$ cat config.mk
export PLATFORM = sky130hd
export DESIGN_NAME = move_entry
export DESIGN_NICKNAME = d
export VERILOG_FILES = /design/src/rtl/move_entry.sv
export SDC_FILE = /design/constraint.sdc
export NUM_CORES = 1
export LEC_CHECK = 0
export CAP_MARGIN = 10
export CORE_UTILIZATION = 45
export CTS_BUF_LIST = sky130_fd_sc_hd__clkbuf_8
export DETAILED_ROUTE_END_ITERATION = 8
export DONT_BUFFER_PORTS = 1
export SYNTH_ARGS = -nofsm -noshare
export SYNTH_HDL_FRONTEND = slang
export SYNTH_SLANG_ARGS = --single-unit
$ cat constraint.sdc
create_clock -name MAX10_CLK1_50 -period 6.1 [get_ports MAX10_CLK1_50]
set_input_delay 0.915 -clock MAX10_CLK1_50 [delete_from_list [all_inputs] [get_ports MAX10_CLK1_50]]
set_output_delay 0.915 -clock MAX10_CLK1_50 [all_outputs]
set_load 0.01 [all_outputs]
$ cat src/rtl/move_entry.sv
// Player move entry: synchronizes/debounces the select key, validates the one-hot switch move
// against board occupancy and offers an encoded index over valid/ready. Option: MOVE_TIMEOUT_EN.
module move_entry #(
  parameter int unsigned DEBOUNCE_CYCLES = 500000,
  parameter int unsigned TIMEOUT_CYCLES  = 50000000
) (
  input  logic       MAX10_CLK1_50,
  input  logic       rst,
  input  logic       key_n,
  input  logic [8:0] sw,
  input  logic [8:0] board_occ,
  output logic       move_valid,
  output logic [3:0] move_idx,
  input  logic       move_ready,
  output logic       err_multi,
  output logic       err_occupied,
  output logic       err_timeout
);

  localparam int unsigned DbW  = $clog2(DEBOUNCE_CYCLES);
  localparam int unsigned TmoW = (TIMEOUT_CYCLES > 1) ? $clog2(TIMEOUT_CYCLES) : 1;
  localparam logic [DbW-1:0]  DbMax  = DbW'(DEBOUNCE_CYCLES - 1);
  localparam logic [TmoW-1:0] TmoMax = TmoW'(TIMEOUT_CYCLES - 1);
`ifdef MOVE_TIMEOUT_EN
  localparam bit TimeoutEn = 1'b1;
`else
  localparam bit TimeoutEn = 1'b0;
`endif

  typedef enum logic [1:0] {StIdle, StCheck, StOffer, StWaitRelease} state_e;

  state_e          state_q, state_d;
  logic            key_s1_q, key_s2_q, key_deb_q, key_deb_d, key_deb_prev_q;
  logic [8:0]      sw_s1_q, sw_s2_q, sw_q, sw_d;
  logic [DbW-1:0]  deb_cnt_q, deb_cnt_d;
  logic [TmoW-1:0] tmo_cnt_q, tmo_cnt_d;
  logic            move_valid_q, move_valid_d;
  logic [3:0]      move_idx_q, move_idx_d;
  logic            err_multi_q, err_multi_d, err_occ_q, err_occ_d, err_tmo_q, err_tmo_d;
  logic            press;
  logic [3:0]      ones, hot_idx;

  always_comb begin
    key_deb_d = key_deb_q;
    deb_cnt_d = deb_cnt_q;
    if (key_s2_q == key_deb_q) begin
      deb_cnt_d = '0;
    end else if (deb_cnt_q == DbMax) begin
      key_deb_d = key_s2_q;
      deb_cnt_d = '0;
    end else begin
      deb_cnt_d = deb_cnt_q + 1'b1;
    end
  end

  // Registered falling edge of the debounced level puts CHECK one cycle after the fall.
  assign press = key_deb_prev_q & ~key_deb_q;

  always_comb begin
    ones    = '0;
    hot_idx = '0;
    for (int i = 0; i < 9; i++) begin
      if (sw_q[i]) begin
        ones    = ones + 1'b1;
        hot_idx = 4'(i);
      end
    end
  end

  always_comb begin
    state_d      = state_q;
    sw_d         = sw_q;
    tmo_cnt_d    = tmo_cnt_q;
    move_valid_d = move_valid_q;
    move_idx_d   = move_idx_q;
    err_multi_d  = 1'b0;
    err_occ_d    = 1'b0;
    err_tmo_d    = 1'b0;
    unique case (state_q)
      StIdle: begin
        if (press) begin
          sw_d    = sw_s2_q;
          state_d = StCheck;
        end
      end
      StCheck: begin
        if (ones != 4'd1) begin
          err_multi_d = 1'b1;
          state_d     = StWaitRelease;
        end else if (board_occ[hot_idx]) begin
          err_occ_d = 1'b1;
          state_d   = StWaitRelease;
        end else begin
          move_idx_d   = hot_idx;
          move_valid_d = 1'b1;
          tmo_cnt_d    = '0;
          state_d      = StOffer;
        end
      end
      StOffer: begin
        // Acceptance takes priority over a coincident timeout.
        if (move_ready) begin
          move_valid_d = 1'b0;
          state_d      = StWaitRelease;
        end else if (TimeoutEn && tmo_cnt_q == TmoMax) begin
          move_valid_d = 1'b0;
          err_tmo_d    = 1'b1;
          state_d      = StWaitRelease;
        end else if (TimeoutEn) begin
          tmo_cnt_d = tmo_cnt_q + 1'b1;
        end
      end
      StWaitRelease: begin
        if (key_deb_q) state_d = StIdle;
      end
      default: state_d = StIdle;
    endcase
  end

  always_ff @(posedge MAX10_CLK1_50 or negedge rst) begin
    if (!rst) begin
      key_s1_q       <= 1'b1;
      key_s2_q       <= 1'b1;
      key_deb_q      <= 1'b1;
      key_deb_prev_q <= 1'b1;
      sw_s1_q        <= '0;
      sw_s2_q        <= '0;
      sw_q           <= '0;
      deb_cnt_q      <= '0;
      tmo_cnt_q      <= '0;
      state_q        <= StIdle;
      move_valid_q   <= 1'b0;
      move_idx_q     <= '0;
      err_multi_q    <= 1'b0;
      err_occ_q      <= 1'b0;
      err_tmo_q      <= 1'b0;
    end else begin
      key_s1_q       <= key_n;
      key_s2_q       <= key_s1_q;
      key_deb_q      <= key_deb_d;
      key_deb_prev_q <= key_deb_q;
      sw_s1_q        <= sw;
      sw_s2_q        <= sw_s1_q;
      sw_q           <= sw_d;
      deb_cnt_q      <= deb_cnt_d;
      tmo_cnt_q      <= tmo_cnt_d;
      state_q        <= state_d;
      move_valid_q   <= move_valid_d;
      move_idx_q     <= move_idx_d;
      err_multi_q    <= err_multi_d;
      err_occ_q      <= err_occ_d;
      err_tmo_q      <= err_tmo_d;
    end
  end

  assign move_valid   = move_valid_q;
  assign move_idx     = move_idx_q;
  assign err_multi    = err_multi_q;
  assign err_occupied = err_occ_q;
  assign err_timeout  = err_tmo_q;

endmodule

# ---- Word-level counts from Yosys, hierarchy flattened
# Cells that the tools add are included.
dict set report classes {
  n_eq_ne 11
  n_mux 36
  bitwise_logic 5
  order_cmp 1
  reduce_logical 7
  add_sub_neg 9
}
# cell n
set ops {}
lappend ops {{two-way mux 4 bit} 15}
lappend ops {{two-way mux 19 bit} 2}
lappend ops {{adder 4 x 1 -> 4 bit, second input constant} 8}
lappend ops {{adder 19 x 1 -> 19 bit, second input constant} 1}
lappend ops {{equality test 19 bit, second input constant} 1}
lappend ops {{two-way mux 1 bit} 13}
lappend ops {{inequality test 2 bit, second input constant} 5}
lappend ops {{one-hot mux 2 bit (4 select lines)} 1}
lappend ops {{two-way mux 2 bit} 3}
lappend ops {{AND reduction 3 bit} 2}
lappend ops {{< comparator 4 x 5 -> 1 bit, second input constant} 1}
lappend ops {{binary-select mux 1 bit (select 4 bit)} 1}
lappend ops {{equality test 2 bit, second input constant} 2}
lappend ops {{inequality test 4 x 1 -> 1 bit, second input constant} 1}
lappend ops {{NOT 1 bit} 4}
lappend ops {{AND reduction 2 bit} 2}
lappend ops {{AND reduction 4 bit} 1}
lappend ops {{equality test 2 x 1 -> 1 bit, second input constant} 1}
lappend ops {{logical NOT 2 bit} 1}
lappend ops {{one-hot mux 1 bit (2 select lines)} 1}
lappend ops {{nonzero test 2 bit} 1}
lappend ops {{AND 1 bit} 1}
lappend ops {{equality test 1 bit} 1}
dict set report word_totals {
  output_inout_bits 8
  word_cells 82
  ff_bits 59
}

# ---- Depth between registers and ports, before layout
dict set report logic_depth {
  depth_word 20
  ltp_mapped 26
  mapped_depth_nobuf 26
}

# ---- Worst setup path before layout
# No wires, ideal clock.
dict set report synth_timing {
  kind {reg-to-reg}
  startpoint {register sw_q[0]}
  endpoint {register move_idx_q[3], in the netlist move_idx[3]}
  setup_slack_ns 0.883
  arrival_time_ns 5.089
  setup_ns 0.128
  path_stages_with_launch 25
  required_ns 5.972
  cell_sequence {dfrtp_1 inv_1 ha_1 xor2_1 ha_1 nand2_1 o21ai_0 ha_1 nand2_1 o21ai_0 or2_2 ha_1 nor2b_1 nor2_1 ha_1 nand2_1 nand2_1 ha_1 and2b_1 a21oi_1 ha_1 o31a_1 a311o_1 nor4_4 mux2_1}
}
dict set report synth_via {
  elab_chain_cells 20
}
# element line
set synth_lines {}
lappend synth_lines {{start: declaration} 34} ;# logic [8:0] sw_s1_q, sw_s2_q, sw_q, sw_d;
lappend synth_lines {{start signal: assignment} 144} ;# sw_q <= sw_d;
lappend synth_lines {{two-way mux 1 bit (*)} 63} ;# if (sw_q[i]) begin
lappend synth_lines {{adder 4 x 1 -> 4 bit} 64} ;# ones = ones + 1'b1;
lappend synth_lines {{two-way mux 4 bit (*)} 63}
lappend synth_lines {{adder 4 x 1 -> 4 bit} 64}
lappend synth_lines {{two-way mux 4 bit (*)} 63}
lappend synth_lines {{adder 4 x 1 -> 4 bit} 64}
lappend synth_lines {{two-way mux 4 bit (*)} 63}
lappend synth_lines {{adder 4 x 1 -> 4 bit} 64}
lappend synth_lines {{[... 4 more ...]} n/a}
lappend synth_lines {{two-way mux 4 bit (*)} 63}
lappend synth_lines {{adder 4 x 1 -> 4 bit} 64}
lappend synth_lines {{two-way mux 4 bit (*)} 63}
lappend synth_lines {{adder 4 x 1 -> 4 bit} 64}
lappend synth_lines {{two-way mux 4 bit (*)} 63}
lappend synth_lines {{inequality test 4 x 1 -> 1 bit (*)} 87} ;# if (ones != 4'd1) begin
lappend synth_lines {{NOT 1 bit (no line) (*)} n/a}
lappend synth_lines {{AND reduction 3 bit (no line) (*)} n/a}
lappend synth_lines {{end signal: assignment} 149} ;# move_idx_q <= move_idx_d;
lappend synth_lines {{end: declaration} 38} ;# logic [3:0] move_idx_q, move_idx_d;
# Mark *: on every way between the ends. The rest lies on a longest branch, timed or not.
# A chain may end at the register's enable or synchronous reset.

# ---- Worst setup path in the final report
dict set report layout_timing {
  startpoint {register sw_q[1]}
  endpoint {register move_idx_q[1], in the netlist move_idx[1]}
}
dict set report layout_via {
  elab_chain_cells 18
  elab_cells_between_ends 29
  classes_between {add/sub (7); eq/ne (1); mux (18); bitwise (2); reduce/logical (1)}
}
# element line
set layout_lines {}
lappend layout_lines {{two-way mux 4 bit} 63}
lappend layout_lines {{adder 4 x 1 -> 4 bit} 64}
lappend layout_lines {{two-way mux 4 bit} 63}
lappend layout_lines {{adder 4 x 1 -> 4 bit} 64}
lappend layout_lines {{two-way mux 4 bit} 63}
lappend layout_lines {{adder 4 x 1 -> 4 bit} 64}
lappend layout_lines {{two-way mux 4 bit} 63}
lappend layout_lines {{adder 4 x 1 -> 4 bit} 64}
lappend layout_lines {{[... 2 more ...]} n/a}
lappend layout_lines {{two-way mux 4 bit} 63}
lappend layout_lines {{adder 4 x 1 -> 4 bit} 64}
lappend layout_lines {{two-way mux 4 bit} 63}
lappend layout_lines {{adder 4 x 1 -> 4 bit} 64}
lappend layout_lines {{two-way mux 4 bit} 63}
lappend layout_lines {{inequality test 4 x 1 -> 1 bit} 87}
lappend layout_lines {{NOT 1 bit (no line)} n/a}
lappend layout_lines {{AND reduction 3 bit (no line) (*)} n/a}
# Mark *: on every way between the ends. The rest lies on a longest branch, timed or not. The select of a mux whose other input is x is not followed.

==> implementation parameters <==
Parameter                              Value

Clocking
  TritonCTS clock tree ... yes
  Clock transition at the registers of the reported paths ... roughly 0.070 ns
  Buffers inserted by post-CTS timing repair ... 0
  Total CTS buffers ... 9
  Root buffer selected by CTS ... sky130_fd_sc_hd__clkbuf_8
  Number of sinks handled by clock tree synthesis ... 59
  Maximum buffer depth of the clock tree ... 2
  Gates resized, CTS repair ... 0
  Post-CTS Hold Fix Bufs ... 0
  Worst skew pair latency ... 0.33 ns
  CTS HTree Levels ... 3

Power
  Switching power summed over all nets ... roughly 0.16 mW
  Power per cell area ... about 250 mW/mm^2
  Internal Power ... around 0.68 mW
  Leakage ... 1.52 nW
  Worst-case vdd ir drop ... around 0.18 mV
  Gate power share ... less than 1%
  Share of total power in sequential cells ... approximately half
  Clk network pwr share ... between 50% and 60%
  Net Sw Frac ... roughly a fifth

Detailed routing
  Total vias in the final route ... roughly 2000
  Via-to-Cell Ratio ... 5.33
  Mean routed wirelength per cell ... approximately 14 um
  Number of design-rule violations left by the first detailed-router iteration ... just under 70
  Post-DRT Antenna Nets ... 0
  Router iterations before antenna repair ... 9
  DRC violation count after routing ... 1
  Aggregate routed wire length ... between 5000 and 6000 um

STA
  Slew of the pin with the lowest slew margin ... approximately 1.1 ns
  Worst-case setup margin in the final layout ... a little under 0.5 ns
  Setup violation total in the final timing report ... 0
  Fin. Hold Viols ... 0
  Peak Freq ... around 0.18 GHz
  Minimum hold slack ... around 0.27 ns
  Final setup TNS ... 0 ns
  Post-route minimum period ... about 5.6 ns
  Worst slew margin relative to its limit ... 25.9%
  Part of the cycle the worst path needs ... 92.1%
  Final worst clock skew ... 0.00464 ns
  RSZ-0062 raised after global routing ... false
  Final Max Tran Viols ... 0

Synth
  Most used flip-flop cell after synthesis ... sky130_fd_sc_hd__dfrtp_1
  Count of distinct cell types in the synthesized netlist ... 59
  Area leader, netlist ... sky130_fd_sc_hd__dfrtp_1
  Number of enable flip-flop cells after synthesis ... 0
  Area contributors post-synth ... sky130_fd_sc_hd__dfrtp_1 45%, sky130_fd_sc_hd__ha_1 5.7%, sky130_fd_sc_hd__nor2_1 4.6%
  Mean Syn Cell Area ... about 11 sq um
  Part of the Yosys area used for sequential elements ... 48.1%
  Synth Warn # ... 0
  Proportion of synthesized flip-flops having asynchronous set or reset ... 100%
  Synthesized net count ... 328
  Synthesis-stage register bit count ... between 50 and 60
  Yosys top cell area share ... approximately 45%
  Area of the mapped netlist ... between 0.003 and 0.004 sq mm
  Cell count after synthesis ... 292

Run
  Max Cap Violations ... 0

Finish
  Fill cell count ... 578
  Filler-free cell count of the finished design ... about 370
  Area used by sequential logic in the layout ... ~0.0015 sq mm
  Combined area of the multi-input logic cells ... 0.00146 sq mm
  Leading cell types in the layout, fill and taps excluded ... 55 x sky130_fd_sc_hd__dfrtp_1, 38 x sky130_fd_sc_hd__nor2_1, 31 x sky130_fd_sc_hd__nand2_1, 16 x sky130_fd_sc_hd__inv_1, 14 x sky130_fd_sc_hd__ha_1
  Net count, final ... approximately 330
  Fraction of final layout cells with drive strength greater than 1 ... 13.1%
  Number of antenna repair diodes ... 0
  Most common library cell in the layout ignoring fill and taps ... sky130_fd_sc_hd__dfrtp_1
  Area growth from synthesis to final layout ... 8.36%

Floorplanning
  Top-level I/O count ... 30
  Die Area ... 0.00718 sq mm
  Num rows ... 29
  Initial Utilization ... around 47%
  X dimension of the die ... about 85 um
  Total core area ... roughly 0.0065 sq mm
  Die Ht ... 84.8 um

Setup path
  Largest driver fanout on the critical path ... 5
  Setup Crit Path Kind ... reg -> reg
  Critical Path RT ... between 6 and 7 ns
  Data arrival, critical path ... 5.83 ns
  Setup crit start kind ... flip-flop
  Depth of the most critical reg-to-reg path ... 24
  Setup crit end kind ... flip-flop

Global routing
  Met2 demand-to-capacity share in global routing ... between 20% and 30%
  Total gr overflow ... 0
  Vias in the first global route ... a little under 2000
  Overall global routing resource usage ... between 15 and 20%
  Antenna violations before repair ... 0
  Largest net degree at the start of global routing ... 60
  Layer with the highest usage ... met2
  Met1 track demand over resource ... between 20% and 30%
  Global-route wire length before repair ... 8930 um
  Met3 Usage GRT ... 3.74%

Placed design
  Quantity of I/O buffers inserted on ports ... 0
  Final RePlAce weighted congestion ... ~0.75
  Worst Setup Slack post-DPL ... roughly 0.51 ns
  DP HPWL ... approximately 3600 um
  Placed Cells incl. Taps ... 358

Run status
  Violations in the final reports ... DRC
  Result of the run ... finished with violations

Worst hold path
  Worst hold-check path type ... in -> async
[stage by stage]
stage	instance area [sq um]	power (mW)	util (%)
6_report	3340	0.841	51.4
5_1_grt	3340	0.873	51.4
4_1_cts	3340	0.853	51.4
3_5_place_dp	3100	0.419	47.7
3_3_place_gp	3100	0.419	47.7
2_1_floorplan	3080	0.417	-
[metal layers]
metal	routed length (um)	vias up
met5	0	-
li1	-	1000
met1	2480	952
met4	75	0
met3	143	9
met2	2450	32
[path summary, 6_finish.rpt]
| check | from | endpoint | slack, ns |
|---|---|---|---|
| min in group MAX10_CLK1_50 | sw_s1_q[2] | sw_s2_q[2] | 0.35 |
| min reg2reg | sw_s1_q[2] | sw_s2_q[2] | 0.35 |
| max in group asynchronous | rst | key_s2_q | 5.64 |
| min | rst | sw_s1_q[5] | 0.27 |
| max reg2reg | sw_q[1] | move_idx[1] | 0.48 |
| max | sw_q[1] | move_idx[1] | 0.48 |
[Yosys cell counts, types with 2 or more instances]
| master | count |
|---|---|
| sky130_fd_sc_hd__and2b_1 | 2 |
| sky130_fd_sc_hd__inv_1 | 15 |
| sky130_fd_sc_hd__and3_1 | 4 |
| sky130_fd_sc_hd__dfstp_2 | 4 |
| sky130_fd_sc_hd__o21ai_0 | 9 |
| sky130_fd_sc_hd__nor3_1 | 2 |
| sky130_fd_sc_hd__nor4_1 | 3 |
| sky130_fd_sc_hd__and2_1 | 3 |
| sky130_fd_sc_hd__a21oi_1 | 6 |
| sky130_fd_sc_hd__nor2_1 | 38 |
| sky130_fd_sc_hd__nand2b_1 | 2 |
| sky130_fd_sc_hd__nand4b_1 | 2 |
| sky130_fd_sc_hd__nand3_1 | 6 |
| sky130_fd_sc_hd__buf_6 | 3 |
| sky130_fd_sc_hd__mux2_1 | 4 |
| sky130_fd_sc_hd__ha_1 | 14 |
| sky130_fd_sc_hd__xnor2_1 | 13 |
| sky130_fd_sc_hd__clkbuf_1 | 4 |
| sky130_fd_sc_hd__or2_2 | 4 |
| sky130_fd_sc_hd__xnor3_2 | 2 |
| sky130_fd_sc_hd__mux2_2 | 9 |
| sky130_fd_sc_hd__nor2b_1 | 3 |
| sky130_fd_sc_hd__o21a_1 | 2 |
| sky130_fd_sc_hd__buf_4 | 2 |
| sky130_fd_sc_hd__dfrtp_1 | 55 |
| sky130_fd_sc_hd__nand4_1 | 3 |
| sky130_fd_sc_hd__mux2i_1 | 2 |
| sky130_fd_sc_hd__nor3b_1 | 2 |
| sky130_fd_sc_hd__xor2_1 | 13 |
| sky130_fd_sc_hd__nand2_1 | 31 |
| sky130_fd_sc_hd__o31ai_1 | 2 |
[cells by family after synthesis]
logic type / after synthesis / share of synthesized area [%]
buffers and inverters: 26 / 4.42
flip-flops: 59 / 48.1
AO/OA/AOI/OAI: 36 / 8.28
XOR/XNOR: 30 / 10.3
other: 1 / 0.122
AND/OR/NAND/NOR: 111 / 17.7
multiplexers: 15 / 5.40
adder cells (fa/ha/maj): 14 / 5.68
[state kept, by name, summed over array words and instances (netlist names)]
register	cells
key_s2_q	1
key_s1_q	1
key_deb_prev_q	1
deb_cnt_q	19
err_occupied	1
state_q	2
sw_q	9
err_multi	1
move_valid	1
move_idx	4
sw_s1_q	9
key_deb_q	1
sw_s2_q	9
[power groups by stage]
stage / logic (mW) / registers (mW) / clock network [mW]
after floorplan: 0.00705 / 0.410 / 0
after global placement: 0.00762 / 0.412 / 0
after detailed placement: 0.00760 / 0.412 / 0
after CTS: 0.00768 / 0.405 / 0.441
after global routing: 0.00910 / 0.405 / 0.458
final: 0.00756 / 0.405 / 0.429
[critical path: stages, from the launching register on]
cell and delay (ns):
sky130_fd_sc_hd__dfrtp_1 0.38, sky130_fd_sc_hd__inv_1 0.05, sky130_fd_sc_hd__ha_1 0.33, sky130_fd_sc_hd__xor2_1 0.19, sky130_fd_sc_hd__ha_1 0.29, sky130_fd_sc_hd__nand2_1 0.09
sky130_fd_sc_hd__o21ai_0 0.10, sky130_fd_sc_hd__ha_1 0.30, sky130_fd_sc_hd__nand2_1 0.07, sky130_fd_sc_hd__o21ai_0 0.10, sky130_fd_sc_hd__or2_2 0.31, sky130_fd_sc_hd__ha_1 0.29
sky130_fd_sc_hd__nor2b_1 0.15, sky130_fd_sc_hd__nor2_1 0.07, sky130_fd_sc_hd__ha_1 0.29, sky130_fd_sc_hd__nand2_1 0.07, sky130_fd_sc_hd__nand2_1 0.07, sky130_fd_sc_hd__ha_1 0.30
sky130_fd_sc_hd__and2b_1 0.24, sky130_fd_sc_hd__a21oi_1 0.05, sky130_fd_sc_hd__ha_1 0.31, sky130_fd_sc_hd__o31a_1 0.29, sky130_fd_sc_hd__a311o_1 0.43, sky130_fd_sc_hd__nor4_4 0.35
sky130_fd_sc_hd__mux2_1 0.36
[final cells by class]
type	instances	share of cell area [%]
well taps	77	2.88
flip-flops and latches	59	44.4
inverters	15	1.69
clock buffers	10	4.12
clock inverters	6	3.11
multi-input cells	207	43.8
Note: power is estimated with default switching activity, not from simulation.
